$ cat config.mk
export PLATFORM = sky130hd
export DESIGN_NAME = charmatrix_stream
export DESIGN_NICKNAME = d
export VERILOG_FILES = /design/src/rtl/charmatrix_stream.sv
export SDC_FILE = /design/constraint.sdc
export NUM_CORES = 1
export LEC_CHECK = 0
export ABC_AREA = 1
export BUFFER_PORTS_ARGS = -buffer_cell sky130_fd_sc_hd__buf_2
export CAP_MARGIN = 10
export CORE_ASPECT_RATIO = 2
export CORE_UTILIZATION = 30
export DETAILED_ROUTE_END_ITERATION = 12
export GPL_TIMING_DRIVEN = 1
export PLACE_DENSITY = 0.51
export SLEW_MARGIN = 0
export SYNTH_ARGS = -nofsm -noshare
export SYNTH_HDL_FRONTEND = slang
export SYNTH_SLANG_ARGS = --single-unit
$ cat constraint.sdc
create_clock -name clk -period 3.4 [get_ports clk]
set_input_delay 0.68 -clock clk [delete_from_list [all_inputs] [get_ports clk]]
set_output_delay 0.68 -clock clk [all_outputs]
set_load 0.02 [all_outputs]
$ cat src/rtl/charmatrix_stream.sv
// Character-matrix text buffer with byte write port, tear-free shadow copy and a
// per-frame pixel streamer that feeds a ws2812b driver via valid/ready/latch.
module charmatrix_stream #(
  parameter int          NUM_CHARS    = 4,
  parameter int          CHAR_W       = 5,
  parameter int          CHAR_H       = 7,
  parameter int          REFRESH_BITS = 16,
  parameter int          COLOR_BITS   = 4,
  parameter logic [7:0]  CLEAR_CODE   = 8'h0C
) (
  input  logic                     clk,
  input  logic                     rst_n,
  input  logic [7:0]               rx_data,
  input  logic                     rx_valid,
  output logic                     rx_ready,
  input  logic [COLOR_BITS-1:0]    rx_color,
  input  logic                     scroll_en,
  output logic [7:0]               rom_char,
  input  logic [CHAR_W*CHAR_H-1:0] rom_glyph,
  output logic [COLOR_BITS-1:0]    pal_index,
  input  logic [23:0]              pal_rgb,
  output logic [23:0]              px_data,
  output logic                     px_valid,
  output logic                     px_latch,
  input  logic                     px_ready,
  output logic                     frame_busy
);

  localparam int GLYPH_PX = CHAR_W * CHAR_H;
  localparam int TOTAL_PX = NUM_CHARS * GLYPH_PX;
  localparam int PCW      = $clog2(TOTAL_PX + 1);
  localparam int CHW      = (NUM_CHARS > 1) ? $clog2(NUM_CHARS) : 1;
  localparam int BW       = (GLYPH_PX > 1) ? $clog2(GLYPH_PX) : 1;

  typedef enum logic [1:0] {IDLE, LOAD, WAIT_READY, WAIT_ACCEPT} state_t;

  logic [7:0]              text_q         [NUM_CHARS];
  logic [COLOR_BITS-1:0]   color_q        [NUM_CHARS];
  logic [7:0]              shadow_text_q  [NUM_CHARS];
  logic [COLOR_BITS-1:0]   shadow_color_q [NUM_CHARS];
  logic [CHW-1:0]          ptr_q;
  logic                    rx_ready_q;
  logic [REFRESH_BITS-1:0] refresh_q;

  state_t           state_q, state_d;
  logic [CHW-1:0]   char_q, char_d;
  logic [BW-1:0]    bit_q, bit_d;
  logic [PCW-1:0]   px_cnt_q, px_cnt_d;
  logic [23:0]      px_data_q, px_data_d;
  logic             px_valid_q, px_valid_d;
  logic             px_latch_q, px_latch_d;
  logic             frame_busy_q, frame_busy_d;

  logic accept, is_clear, trigger, frame_start;

  assign accept      = rx_valid & rx_ready_q;
  assign is_clear    = (rx_data == CLEAR_CODE);
  assign trigger     = &refresh_q;
  assign frame_start = (state_q == IDLE) && trigger;

  always_ff @(posedge clk) begin
    if (!rst_n) begin
      rx_ready_q <= 1'b0;
      refresh_q  <= '0;
      ptr_q      <= '0;
    end else begin
      rx_ready_q <= 1'b1;
      refresh_q  <= refresh_q + 1'b1;
      if (accept) begin
        if (is_clear)
          ptr_q <= '0;
        else if (!scroll_en)
          ptr_q <= (ptr_q == CHW'(NUM_CHARS - 1)) ? '0 : ptr_q + 1'b1;
      end
    end
  end

  // One slot per character; in scroll mode each slot takes its upper neighbour.
  for (genvar gi = 0; gi < NUM_CHARS; gi++) begin : g_entry
    logic [7:0]            up_text;
    logic [COLOR_BITS-1:0] up_color;

    if (gi == NUM_CHARS - 1) begin : g_top
      assign up_text  = rx_data;
      assign up_color = rx_color;
    end else begin : g_mid
      assign up_text  = text_q[gi+1];
      assign up_color = color_q[gi+1];
    end

    always_ff @(posedge clk) begin
      if (!rst_n) begin
        text_q[gi]         <= 8'h20;
        color_q[gi]        <= COLOR_BITS'(gi);
        shadow_text_q[gi]  <= 8'h20;
        shadow_color_q[gi] <= COLOR_BITS'(gi);
      end else begin
        if (frame_start) begin
          shadow_text_q[gi]  <= text_q[gi];
          shadow_color_q[gi] <= color_q[gi];
        end
        if (accept) begin
          if (is_clear) begin
            text_q[gi] <= 8'h20;
          end else if (scroll_en) begin
            text_q[gi]  <= up_text;
            color_q[gi] <= up_color;
          end else if (ptr_q == CHW'(gi)) begin
            text_q[gi]  <= rx_data;
            color_q[gi] <= rx_color;
          end
        end
      end
    end
  end

  assign rom_char  = shadow_text_q[char_q];
  assign pal_index = shadow_color_q[char_q];

  always_ff @(posedge clk) begin
    if (!rst_n) begin
      state_q      <= IDLE;
      char_q       <= '0;
      bit_q        <= '0;
      px_cnt_q     <= '0;
      px_data_q    <= '0;
      px_valid_q   <= 1'b0;
      px_latch_q   <= 1'b0;
      frame_busy_q <= 1'b0;
    end else begin
      state_q      <= state_d;
      char_q       <= char_d;
      bit_q        <= bit_d;
      px_cnt_q     <= px_cnt_d;
      px_data_q    <= px_data_d;
      px_valid_q   <= px_valid_d;
      px_latch_q   <= px_latch_d;
      frame_busy_q <= frame_busy_d;
    end
  end

  always_comb begin
    state_d      = state_q;
    char_d       = char_q;
    bit_d        = bit_q;
    px_cnt_d     = px_cnt_q;
    px_data_d    = px_data_q;
    px_valid_d   = px_valid_q;
    px_latch_d   = px_latch_q;
    frame_busy_d = frame_busy_q;
    case (state_q)
      IDLE: begin
        if (trigger) begin
          state_d      = LOAD;
          frame_busy_d = 1'b1;
          char_d       = '0;
          bit_d        = '0;
          px_cnt_d     = '0;
        end
      end
      LOAD: begin
        px_data_d  = rom_glyph[bit_q] ? pal_rgb : 24'h0;
        px_latch_d = (px_cnt_q == PCW'(TOTAL_PX - 1));
        state_d    = WAIT_READY;
      end
      WAIT_READY: begin
        if (px_ready) begin
          px_valid_d = 1'b1;
          px_cnt_d   = px_cnt_q + 1'b1;
          if (bit_q == BW'(GLYPH_PX - 1)) begin
            bit_d  = '0;
            char_d = (char_q == CHW'(NUM_CHARS - 1)) ? '0 : char_q + 1'b1;
          end else begin
            bit_d = bit_q + 1'b1;
          end
          state_d = WAIT_ACCEPT;
        end
      end
      WAIT_ACCEPT: begin
        if (!px_ready) begin
          px_valid_d = 1'b0;
          if (px_cnt_q == PCW'(TOTAL_PX)) begin
            state_d      = IDLE;
            frame_busy_d = 1'b0;
            px_latch_d   = 1'b0;
          end else begin
            state_d = LOAD;
          end
        end
      end
      default: state_d = IDLE;
    endcase
  end

  assign rx_ready   = rx_ready_q;
  assign px_data    = px_data_q;
  assign px_valid   = px_valid_q;
  assign px_latch   = px_latch_q;
  assign frame_busy = frame_busy_q;

endmodule

==> results.py, run 1 <==
metrics = {
    "run_status": {
        "status": "complete, no violations",
    },
    "die": {
        "fp.dieH_um": 228.0,
        "rows": 82,
        "die_w_um": 115.0,
        "io_pins": 116,
        "coreArea_um2": 25030,
        "start_util_pct": 30.61,
        "die_area_um2": 26220,
    },
    "clock_network": {
        "cts-root-buf": "clkbuf_16",
        "cts_tree": "yes",
        "cts_buffers": 17,
        "cts_max_level": 4,
        "clockBufferDepth": 2,
        "clk_transition_reported_paths_ps": 60,
        "cts.sink_count": 162,
        "clkLatencyLatePin_ps": 430,
        "cts_hold_buf": 0,
        "post_cts_buffers": 0,
        "post_cts_resized": 0,
    },
    "yosys": {
        "avgSynthCellArea_um2": 8.476,
        "yosys_register_bits": 162,
        "syn_area_um2": 7662,
        "postSynthNetCount": 994,
        "yosysUniqueCellTypes": 39,
        "synthFlopType": "edfxtp_1",
        "synth_common_cells": "nand2_1 (183), inv_1 (151), nor2_1 (99)",
        "synthArstFlopShare_pct": 0,
        "synth_top_area_share_pct": 37.62,
        "yosysWarnings": 0,
        "yosysMostFrequentCell": "nand2_1",
        "synth.area.top_cells": "edfxtp_1 (38%), dfxtp_1 (17%), nand2_1 (9.0%)",
        "synth_top_area_cell": "edfxtp_1",
        "synth_edf_count": 96,
        "yosysSeqAreaShare_pct": 54.87,
        "netlist_instances": 904,
    },
    "timing": {
        "drv_slew": 0,
        "tns_ps": 0,
        "finalHoldWorstSlack_ps": 448.6,
        "relSlewSlack_pct": 52.77,
        "skew_ps": 8.254,
        "finalCritPeriodShare_pct": 80.46,
        "rsz0062_at_grt": "false",
        "fmax_mhz": 365.6,
        "setup_viol": 0,
        "period_needed_ps": 2736,
        "max_slew.worst_pin.slew_ps": 707.6,
        "hold_viol": 0,
    },
    "placement": {
        "place_area_um2": 8573,
        "dpl.hpwl_mm": 14.00,
        "gp_congestion": 0.7808,
        "portBuffers": 115,
    },
    "worst_setup_path": {
        "start_kind": "flip-flop",
        "crit_path_end_kind": "output pin",
        "r2r_cells": 10,
        "rr_startpoint": "refresh_q[0]",
        "r2r-end": "shadow_color_q[3][0]",
        "path_class": "reg -> out",
        "cp_data_arrival_time_ps": 2060,
        "cp-endpoint": "rom_char[3]",
        "crit_required_ps": 2720,
        "worstPathMaxFanout": 25,
        "r2r_setup_slack_ps": 1120,
    },
    "route": {
        "finalWirelength_mm": 18.63,
        "drtIter0Drc": 211,
        "drtAntennaViolNets": 0,
        "wl_per_cell_um": 13.68,
        "drc": 0,
        "firstDrtPassIters": 4,
        "vias": 6174,
        "via_per_inst": 4.533,
    },
    "final_layout": {
        "syn_to_final_growth_pct": 18.65,
        "design_area_um2": 9091,
        "layout-drive-gt1-share_pct": 17.74,
        "diodes": 0,
        "fin_nets": 1103,
    },
    "flow_run": {
        "cap_violations": 0,
    },
    "global_routing": {
        "grt_pass1_vias": 6308,
        "antenna_found_initial": 0,
        "overflow": 0,
        "track_usage_pct": 15.17,
        "grt_max_degree": 45,
        "grt_pass1_wl_mm": 30.64,
    },
    "power_and_ir_drop": {
        "leakage_nw": 3.833,
        "power_density_nw_per_um2": 529.3,
        "ir_drop_uv": 277.3,
    },
    "hold_path": {
        "hold_class": "reg -> reg",
    },
}
-- placed cells by master (no fill, tap or decap), drive strengths merged --
cell and count:
nand2 189, inv 162, buf 126, nor2 103
edfxtp 96, dfxtp 66, a21oi 54, o21ai 51
nand3 43, o22ai 41, clkbuf 19, nor3 17
ha 14, nand4 9, clkinv 8, xor2 5
a22oi 3, or2 3, nor3b 3, a211oi 3
clkinvlp 3, nand3b 2, nor4 1, xnor2 1
o2111ai 1, a221oi 1, a31oi 1, or3 1
-- cell type report --
type,instances,area [um^2]
fillers,2711,15940
flip-flops and latches,162,4204
multi-input cells,546,2676
repair buffers,126,670.6
inverters,160,601.8
clock buffers,19,432.9
well taps,336,420.4
clock inverters,13,85.08
-- how the worst min path moves through the flow --
stage / from / to / slack, ps / cells after the start
2_1_floorplan: refresh_q[0] / refresh_q[0] / 420 / 1
3_3_place_gp: refresh_q[0] / refresh_q[0] / 430 / 1
3_5_place_dp: refresh_q[0] / refresh_q[0] / 440 / 1
4_1_cts: refresh_q[0] / refresh_q[0] / 450 / 1
5_1_grt: refresh_q[0] / refresh_q[0] / 470 / 1
6_report: refresh_q[0] / refresh_q[0] / 450 / 1
-- critical path: stages, from the launching register on --
cell,delay (ps)
dfxtp_1,300
buf_4,210
inv_1,550
o21ai_0,160
o22ai_1,190
buf_2,200
-- state kept, by name, indices dropped and copies added, names as in the netlist, 6 cells and up, named ones only --
signal and flops:
refresh_q 16, color_q 16, px_cnt_q 8, px_data 24, text_q 32, bit_q 6
shadow_color_q 16, shadow_text_q 32
-- stage by stage --
step,cells,setup slack (ps),power (mW),utilization (%)
floorplan,904,858.0,2.890,-
global placement,1330,839.2,3.144,34.25
detailed placement,1330,812.3,3.148,34.25
CTS,1362,569.6,4.890,36.32
global route,1362,467.9,5.058,36.32
finish,1362,664.5,4.812,36.32
-- power breakdown --
| group | total [mW] | internal [mW] | switching (mW) |
|---|---|---|---|
| clock | 1.73 | 0.929 | 0.797 |
| sequential | 2.27 | 2.20 | 0.0618 |
| combinational | 0.820 | 0.246 | 0.574 |
-- layer usage --
layer	GRT usage (%)	vias to the layer above	share of wire, %	wire, um
li1	-	3166	-	-
met1	14.30	2872	37	6877
met2	30.21	109	58	10860
met3	2.949	27	2.5	470
met4	6.615	0	2.3	422
met5	0	-	0	0
-- kinds of logic after synthesis --
family	after synthesis	share of synthesized area, %
buf+inv	196	10.24
fa+ha+maj	14	2.286
flops	162	54.87
compound gates	155	11.15
simple gates	371	20.77
xor+xnor	6	0.6858
No activity file was read; power rests on OpenSTA's default activity.
==> run 2, diff against run 1 <==
==> constraint.sdc (replaced) <==
create_clock -name clk -period 2.6 [get_ports clk]
set_input_delay 0.52 -clock clk [delete_from_list [all_inputs] [get_ports clk]]
set_output_delay 0.52 -clock clk [all_outputs]
set_load 0.02 [all_outputs]
==> results.py, run 2 (same netlist as run 1, synthesis figures left out) <==
metrics = {
    "power_and_ir_drop": {
        "leakage_nw": 3.943,
        "finalPower_mw": 6.652,
        "power_density_nw_per_um2": 715.8,
        "ir_drop_uv": 301.4,
    },
    "final_layout": {
        "final_cell_mix": "nand2_1 (182), inv_1 (151), buf_2 (115), nor2_1 (99), edfxtp_1 (96)",
        "n_fill_cell": 2689,
        "fin_nets": 1116,
        "syn_to_final_growth_pct": 21.28,
        "layout-drive-gt1-share_pct": 19.15,
        "fin_cells": 1376,
        "final_common_cell": "nand2_1",
        "utilization_pct": 37.12,
    },
    "worst_setup_path": {
        "path_class": "reg -> out",
        "max_stage_delay_ps": 540,
        "start_kind": "flip-flop",
        "crit_path_end_kind": "output pin",
        "crit_chain": "buf_4 > o21ai_0 > o22ai_1 > buf_2",
        "cpMaxStageDelayCell": "dfxtp_1",
        "path_buf_inv": 2,
        "path_delay_family": "flip-flops",
        "worstPathMaxFanout": 16,
        "rr_startpoint": "refresh_q[0]",
        "cp_data_arrival_time_ps": 1760,
        "crit_required_ps": 2080,
    },
    "placement": {
        "gp_congestion": 0.7851,
        "portBuffers": 115,
        "placed_cells_incl_taps": 1343,
        "dpl.hpwl_mm": 14.06,
    },
    "die": {
        "die_area_um2": 26220,
        "die_w_um": 115.0,
        "fp.dieH_um": 228.0,
        "io_pins": 116,
        "coreArea_um2": 25030,
        "start_util_pct": 30.61,
        "rows": 82,
    },
    "clock_network": {
        "clkLatencyLatePin_ps": 440,
        "post_cts_resized": 0,
        "clockBufferDepth": 2,
        "cts_hold_buf": 0,
        "cts_tree": "yes",
        "clk_transition_reported_paths_ps": 60,
        "cts-root-buf": "clkbuf_16",
        "cts_max_level": 4,
        "cts.sink_count": 162,
        "post_cts_buffers": 0,
        "cts_buffers": 17,
    },
    "route": {
        "drtAntennaViolNets": 0,
        "vias": 6144,
        "firstDrtPassIters": 5,
        "drc": 0,
        "via_per_inst": 4.465,
        "drtIter0Drc": 250,
        "finalWirelength_mm": 18.48,
        "wl_per_cell_um": 13.43,
    },
    "timing": {
        "drv_slew": 0,
        "relSlewSlack_pct": 66.16,
        "tns_ps": 0,
        "setup_viol": 0,
        "rsz0062_at_grt": "false",
        "finalCritPeriodShare_pct": 87.67,
        "skew_ps": 11.56,
        "hold_viol": 0,
        "period_needed_ps": 2279,
        "max_slew.worst_pin.slew_ps": 507.7,
        "fmax_mhz": 438.7,
    },
    "hold_path": {
        "hp-start": "pal_rgb[18]",
        "hold_class": "in -> reg",
    },
    "global_routing": {
        "antenna_found_initial": 1,
        "grt_max_degree": 49,
        "grt_pass1_wl_mm": 30.64,
        "grt_pass1_vias": 6277,
        "track_usage_pct": 15.18,
        "overflow": 0,
    },
    "flow_run": {
        "cap_violations": 0,
    },
    "run_status": {
        "status": "complete, no violations",
    },
}
-- run 2: through the flow --
stage | hold slack (ps) | area (um^2) | setup slack, ps
after global routing | 406.1 | 9293 | 106.9
final | 405.6 | 9293 | 320.7
after detailed placement | 446.5 | 8683 | 238.3
after global placement | 429.0 | 8683 | 276.4
after CTS | 381.8 | 9290 | 207.0
after floorplan | 417.5 | 7662 | 58.02
-- run 2: power by group --
part	internal [mW]	switching, mW
sequential	2.88	0.0828
combinational	0.336	0.753
clock	1.52	1.08
-- run 2: area by class of cell --
cell class              count  area [um^2]  share of cell area, %
flip-flops and latches    162         4204                  45.24
inverters                 160        601.8                  6.476
clock inverters            15        181.4                  1.952
diodes                      1        2.502                0.02693
repair buffers            139        780.7                  8.402
multi-input cells         546         2676                  28.80
well taps                 336        420.4                  4.524
clock buffers              17        425.4                  4.578
-- run 2: final timing paths --
path / endpoint / slack, ps / depth (start not counted)
max: pal_index[2] / 320 / 4
min: px_data[18] / 410 / 5
max reg2reg: shadow_text_q[3][3] / 490 / 11
min reg2reg: refresh_q[0] / 460 / 1
-- run 2: routing by layer --
layer | vias to the layer above | track usage, % | wire length [um]
li1 | 3186 | - | -
met1 | 2828 | 14.33 | 6804
met2 | 104 | 30.12 | 10710
met3 | 26 | 3.055 | 552
met4 | 0 | 6.696 | 420
met5 | - | 0 | 0
-- run 2: tightest hold or removal path: cells and delay by family --
family / cells / cell delay [ps]
AO/OA/AOI/OAI: 1 / 50
buffers and inverters: 2 / 120
AND/OR/NAND/NOR: 2 / 100
